==> src/rtl/k_operand_sequencer.sv <==
// k_operand_sequencer
//
// Operand fetch sequencer for one instruction at a time. An instruction is
// accepted in IDLE, its rs1 and rs2 register-file entries are read on two
// consecutive cycles, the returned words are handed to external decode logic,
// and the decode results are registered and presented downstream with a
// valid/ready handshake. Register index 0 is never read; its operand is 0.
//
// Ports
//   clk, rst          clock, synchronous active-high reset
//   in_valid/in_ready instruction offer / accept (accept only in IDLE)
//   in_instr          instruction word; rs1 = [19:15], rs2 = [24:20]
//   rf_en/rf_addr     register-file read strobe and index
//   rf_rdata          read data, valid one cycle after rf_en
//   dec_instruction   instruction under decode (held register)
//   dec_loader        rs1 operand (held register)
//   dec_loader1       rs2 operand (held register)
//   dec_rs1/dec_rs2   combinational decode results
//   out_valid/out_ready  decoded operand pair handshake
//   out_rs1/out_rs2   registered decoded operands
//   busy              high whenever not IDLE
//   issue_cnt         completed output handshakes, wraps at 2^CNT_W

module k_operand_sequencer #(
  parameter int DATA_W = 32,
  parameter int IDX_W  = 5,
  parameter int CNT_W  = 16
) (
  input  logic              clk,
  input  logic              rst,
  input  logic              in_valid,
  input  logic [31:0]       in_instr,
  output logic              in_ready,
  output logic              rf_en,
  output logic [IDX_W-1:0]  rf_addr,
  input  logic [DATA_W-1:0] rf_rdata,
  output logic [31:0]       dec_instruction,
  output logic [DATA_W-1:0] dec_loader,
  output logic [DATA_W-1:0] dec_loader1,
  input  logic [DATA_W-1:0] dec_rs1,
  input  logic [DATA_W-1:0] dec_rs2,
  output logic              out_valid,
  output logic [DATA_W-1:0] out_rs1,
  output logic [DATA_W-1:0] out_rs2,
  input  logic              out_ready,
  output logic              busy,
  output logic [CNT_W-1:0]  issue_cnt
);

  typedef enum logic [2:0] {
    IDLE = 3'd0,
    RD_A = 3'd1,
    RD_B = 3'd2,
    DEC  = 3'd3,
    OUT  = 3'd4
  } state_t;

  state_t              state_q,     state_d;
  logic [31:0]         instr_q,     instr_d;
  logic [DATA_W-1:0]   loader_q,    loader_d;
  logic [DATA_W-1:0]   loader1_q,   loader1_d;
  logic [DATA_W-1:0]   out_rs1_q,   out_rs1_d;
  logic [DATA_W-1:0]   out_rs2_q,   out_rs2_d;
  logic                out_valid_q, out_valid_d;
  logic [CNT_W-1:0]    issue_cnt_q, issue_cnt_d;

  logic [4:0] rs1_idx;
  logic [4:0] rs2_idx;

  assign rs1_idx = instr_q[19:15];
  assign rs2_idx = instr_q[24:20];

  // NOTE: every signal assigned in this block gets a default first, so no
  // path through the case statement can leave a value undriven (no latches).
  always_comb begin
    state_d     = state_q;
    instr_d     = instr_q;
    loader_d    = loader_q;
    loader1_d   = loader1_q;
    out_rs1_d   = out_rs1_q;
    out_rs2_d   = out_rs2_q;
    out_valid_d = out_valid_q;
    issue_cnt_d = issue_cnt_q;
    in_ready    = 1'b0;
    rf_en       = 1'b0;
    rf_addr     = '0;

    unique case (state_q)
      IDLE: begin
        in_ready = 1'b1;
        if (in_valid) begin
          instr_d = in_instr;
          state_d = RD_A;
        end
      end

      RD_A: begin
        // Index 0 is hard-wired zero: no read, and rf_addr stays 0.
        if (rs1_idx != 5'd0) begin
          rf_en   = 1'b1;
          rf_addr = IDX_W'(rs1_idx);
        end
        state_d = RD_B;
      end

      RD_B: begin
        if (rs2_idx != 5'd0) begin
          rf_en   = 1'b1;
          rf_addr = IDX_W'(rs2_idx);
        end
        // rf_rdata now carries the rs1 read issued in RD_A.
        loader_d = (rs1_idx == 5'd0) ? '0 : rf_rdata;
        state_d  = DEC;
      end

      DEC: begin
        // rf_rdata now carries the rs2 read issued in RD_B.
        loader1_d = (rs2_idx == 5'd0) ? '0 : rf_rdata;
        state_d   = OUT;
      end

      OUT: begin
        if (!out_valid_q) begin
          // First OUT cycle: both operands are final, register the decode.
          out_rs1_d   = dec_rs1;
          out_rs2_d   = dec_rs2;
          out_valid_d = 1'b1;
        end else if (out_ready) begin
          out_valid_d = 1'b0;
          issue_cnt_d = issue_cnt_q + CNT_W'(1);
          state_d     = IDLE;
        end
      end

      default: state_d = IDLE;
    endcase
  end

  // NOTE: state registers use non-blocking assignments so every flop samples
  // the pre-edge values of the others, independent of statement order.
  always_ff @(posedge clk) begin
    if (rst) begin
      state_q     <= IDLE;
      instr_q     <= '0;
      loader_q    <= '0;
      loader1_q   <= '0;
      out_rs1_q   <= '0;
      out_rs2_q   <= '0;
      out_valid_q <= 1'b0;
      issue_cnt_q <= '0;
    end else begin
      state_q     <= state_d;
      instr_q     <= instr_d;
      loader_q    <= loader_d;
      loader1_q   <= loader1_d;
      out_rs1_q   <= out_rs1_d;
      out_rs2_q   <= out_rs2_d;
      out_valid_q <= out_valid_d;
      issue_cnt_q <= issue_cnt_d;
    end
  end

  assign dec_instruction = instr_q;
  assign dec_loader      = loader_q;
  assign dec_loader1     = loader1_q;
  assign out_valid       = out_valid_q;
  assign out_rs1         = out_rs1_q;
  assign out_rs2         = out_rs2_q;
  assign issue_cnt       = issue_cnt_q;
  assign busy            = (state_q != IDLE);

endmodule

==> config.mk <==
export PLATFORM = sky130hd
export DESIGN_NAME = k_operand_sequencer
export DESIGN_NICKNAME = d
export VERILOG_FILES = /design/src/rtl/k_operand_sequencer.sv
export SDC_FILE = /design/constraint.sdc
export NUM_CORES = 1
export LEC_CHECK = 0
export ABC_AREA = 1
export CAP_MARGIN = 10
export CORE_UTILIZATION = 40
export DETAILED_ROUTE_END_ITERATION = 6
export HOLD_SLACK_MARGIN = 0.03
export PLACE_DENSITY = 0.78
export SLEW_MARGIN = 20
export SYNTH_ARGS = -nofsm -noshare
export SYNTH_HDL_FRONTEND = slang
export SYNTH_SLANG_ARGS = --single-unit
==> constraint.sdc <==
create_clock -name clk -period 2.35 [get_ports clk]
set_input_delay 0.5875 -clock clk [delete_from_list [all_inputs] [get_ports clk]]
set_output_delay 0.5875 -clock clk [all_outputs]
set_load 0.03 [all_outputs]
==> run metrics <==
total congestion overflow after global routing 0; Worst-Skew Late Latency 0.42 ns; post-synthesis cell type with the largest combined area sky130_fd_sc_hd__dfxtp_1; Worst Hold Class register to register; number of sinks handled by clock tree synthesis 180; final layout net count 1287; setup TNS 0 ns; number of synthesized register bits 180; CTS H-tree depth 4; Port Buf Inserts 316; area enclosed by the die boundary 17600 um^2; number of maximum-capacitance constraint violations 0; count of nets left with antenna violations after detail routing 0; total routing resource utilization after global routing 0.237; Final Routed Wirelength 20900 um; standard cell core area 16600 um^2; Setup Buffers After CTS 0; final hold slack 0.443 ns; wire length of the first global-routing pass 32900 um; Syn-to-layout area delta 56.8%; number of antenna violations at the first check in global routing 0; number of inserted diodes 0; capturing point of the worst reg2reg path out_rs1[11]$_SDFFE_PP0P_; relative slew slack 0.464; hold-critical path depth 2; final critical path time including I/O delays and setup 2.21 ns; Initial Util 0.410; worst vdd rail ir drop 0.000481 V; vertical extent of the die 133 um; synth warn 0; static leakage 3.95 nW; type of the setup path with the least slack register to output port; number of buffers created by CTS 17; layout cell share with drive strength beyond 1 0.0540; crit path max-delay cell type sky130_fd_sc_hd__dfxtp_1; top achievable clock speed 452 MHz; maximum fanout encountered on the critical timing path 6; number of search-and-repair iterations in the first detailed-routing pass 4; area fraction of the dominant cell type after synthesis 0.528; top area cells in the synthesized netlist sky130_fd_sc_hd__dfxtp_1 53%, sky130_fd_sc_hd__a21oi_1 12%, sky130_fd_sc_hd__nand2_1 7.0%; Layout fillers 1426; min-delay src out_rs2[30]$_SDFFE_PP0P_; CP Capture Type output port; RSZ-0062 raised after global routing no; number of gates given a new drive strength after cts 4; area of combinational cells with multiple inputs 2540 um^2; Clock Skews 0.00852 ns; proportion of synthesized chip area in sequential cells 0.528; detailed router's first-iteration violation count 320; final weighted congestion of routability-driven global placement 0.808; Worst EP arrival 1.62 ns; most frequent standard cell in the layout excluding fill and tap cells sky130_fd_sc_hd__clkdlybuf4s50_1; Mapped Cells 868; via count of the first global-routing pass 6439; via count of the routed design 6782; Hold Vio Cnt, Final 0; number of library cell types mapped by synthesis 25; depth of the worst register-to-register path 6; critical path's top delay family buffers and inverters; post-cts hold buffer count 0; startpoint type of the worst setup path register; most used cells in the layout excluding fill and tap cells 308 x sky130_fd_sc_hd__clkdlybuf4s50_1, 180 x sky130_fd_sc_hd__dfxtp_1, 170 x sky130_fd_sc_hd__a21oi_1, 128 x sky130_fd_sc_hd__nand2_1, 94 x sky130_fd_sc_hd__inv_1; placed wire-length estimate after detailed placement 14800 um; floorplan die width 133 um; sequence of cells on the critical path inv_1, nand2_1, nor2_4, inv_2, o22ai_1, buf_4; cell area power density 780 nW/um^2; peak per-stage delay on the critical path 0.37 ns; net count of the mapped netlist 1001; clock transition time at the flip-flop clock pins of the worst setup and hold paths 0.06 ns; Avg Vias per Cell 4.89; sink of the worst hold path out_rs2[30]$_SDFFE_PP0P_; mean area per synthesized cell 7.87 um^2; CTS tree done; share of the cycle needed by the critical path after routing 0.941; count of pins over their slew limit 0; post-synth design cell area 6830 um^2; Row Count 47; post-detailed-route wirelength per cell 15.1 um; Slew @ Worst Pin 0.804 ns; buffers plus inverters on the worst setup path 3; number of DRC violations after detailed routing 0; Crit. Startpoint state_q[2]$_SDFFE_PP0P_; origin of the critical flop-to-flop path state_q[0]$_SDFFE_PP0P_; worst-case register-to-register setup slack 0.38 ns; library cell used as clock root buffer sky130_fd_sc_hd__clkbuf_16; result of the run completed; sequential cell area 3600 um^2; worst path required time 1.76 ns; largest net degree at the start of global routing 99; final setup violation count 0; Top-Level Pins 317; buffer levels on the longest clock path 2
through the flow:
step / utilization / setup WS (ns) / cells / cell area, um^2 / power [W]
finish: 0.643 / 0.139 / 1387 / 10700 / 0.00836
global route: 0.643 / 0.0171 / 1387 / 10700 / 0.00872
CTS: 0.643 / 0.0294 / 1387 / 10700 / 0.00843
detailed placement: 0.605 / 0.239 / 1355 / 10100 / 0.00547
global placement: 0.605 / 0.263 / 1355 / 10100 / 0.00544
floorplan: - / 0.375 / 868 / 6830 / 0.00456
synth_stat cells:
| library cell | n |
|---|---|
| sky130_fd_sc_hd__a21oi_1 | 170 |
| sky130_fd_sc_hd__buf_2 | 20 |
| sky130_fd_sc_hd__buf_4 | 1 |
| sky130_fd_sc_hd__buf_6 | 13 |
| sky130_fd_sc_hd__clkbuf_1 | 28 |
| sky130_fd_sc_hd__dfxtp_1 | 180 |
| sky130_fd_sc_hd__ha_1 | 1 |
| sky130_fd_sc_hd__inv_1 | 96 |
| sky130_fd_sc_hd__inv_2 | 1 |
| sky130_fd_sc_hd__nand2_1 | 128 |
| sky130_fd_sc_hd__nand2_2 | 1 |
| sky130_fd_sc_hd__nand3_1 | 32 |
| sky130_fd_sc_hd__nand4_1 | 6 |
| sky130_fd_sc_hd__nor2_1 | 29 |
| sky130_fd_sc_hd__nor2_2 | 2 |
| sky130_fd_sc_hd__nor2_4 | 1 |
| sky130_fd_sc_hd__nor3_1 | 5 |
| sky130_fd_sc_hd__nor3_2 | 1 |
| sky130_fd_sc_hd__nor3b_1 | 2 |
| sky130_fd_sc_hd__o21ai_0 | 86 |
| sky130_fd_sc_hd__o21ai_1 | 56 |
| sky130_fd_sc_hd__o21bai_1 | 2 |
| sky130_fd_sc_hd__o22ai_1 | 5 |
| sky130_fd_sc_hd__or2_1 | 1 |
| sky130_fd_sc_hd__xor2_1 | 1 |
layout make-up:
class / instances / area share
Multi-Input combinational cell: 529 / 0.237
Inverter: 97 / 0.0341
Tap cell: 220 / 0.0257
Sequential cell: 180 / 0.337
Clock inverter: 11 / 0.0140
Clock buffer: 21 / 0.0439
Timing Repair Buffer: 329 / 0.309
routing by layer:
metal,global-route usage,wire length (um)
met1,0.265,8480
met2,0.401,9990
met3,0.0897,1830
met4,0.106,637
met5,0,0
sequential cells by signal (all words and copies together), names as in the netlist:
signal,cells
dec_instruction,32
dec_loader,32
dec_loader1,32
issue_cnt,16
out_rs1,32
out_rs2,32
out_valid,1
state_q,3
worst max path at each step:
stage	end	slack [ns]	cells after the start
after floorplan	rf_en	0.38	5
after global placement	issue_cnt[9]$_SDFFE_PP0P_	0.26	8
after detailed placement	issue_cnt[10]$_SDFFE_PP0P_	0.24	8
after CTS	rf_addr[2]	0.03	4
after global routing	rf_addr[3]	0.02	6
final	rf_addr[3]	0.14	6
cells by family after synthesis:
logic type      Yosys count  share of synthesized area
xor+xnor                  1                    0.00128
compound gates          319                      0.235
buf+inv                 159                      0.106
fa+ha+maj                 1                    0.00183
simple gates            208                      0.128
flops                   180                      0.528
power breakdown:
group	internal, W	total (W)	switching (W)
combinational	0.000809	0.00200	0.00119
clock	0.00176	0.00296	0.00120
sequential	0.00328	0.00340	0.000122
worst register-to-register path, cell delays in order (launching register included):
cell	delay (ns)
sky130_fd_sc_hd__dfxtp_1	0.43
sky130_fd_sc_hd__nor2_4	0.06
sky130_fd_sc_hd__nand2_1	0.11
sky130_fd_sc_hd__or2_4	0.63
sky130_fd_sc_hd__buf_4	0.43
sky130_fd_sc_hd__o21ai_1	0.10
sky130_fd_sc_hd__a21oi_1	0.14
Note: power is estimated with default switching activity, not from simulation.
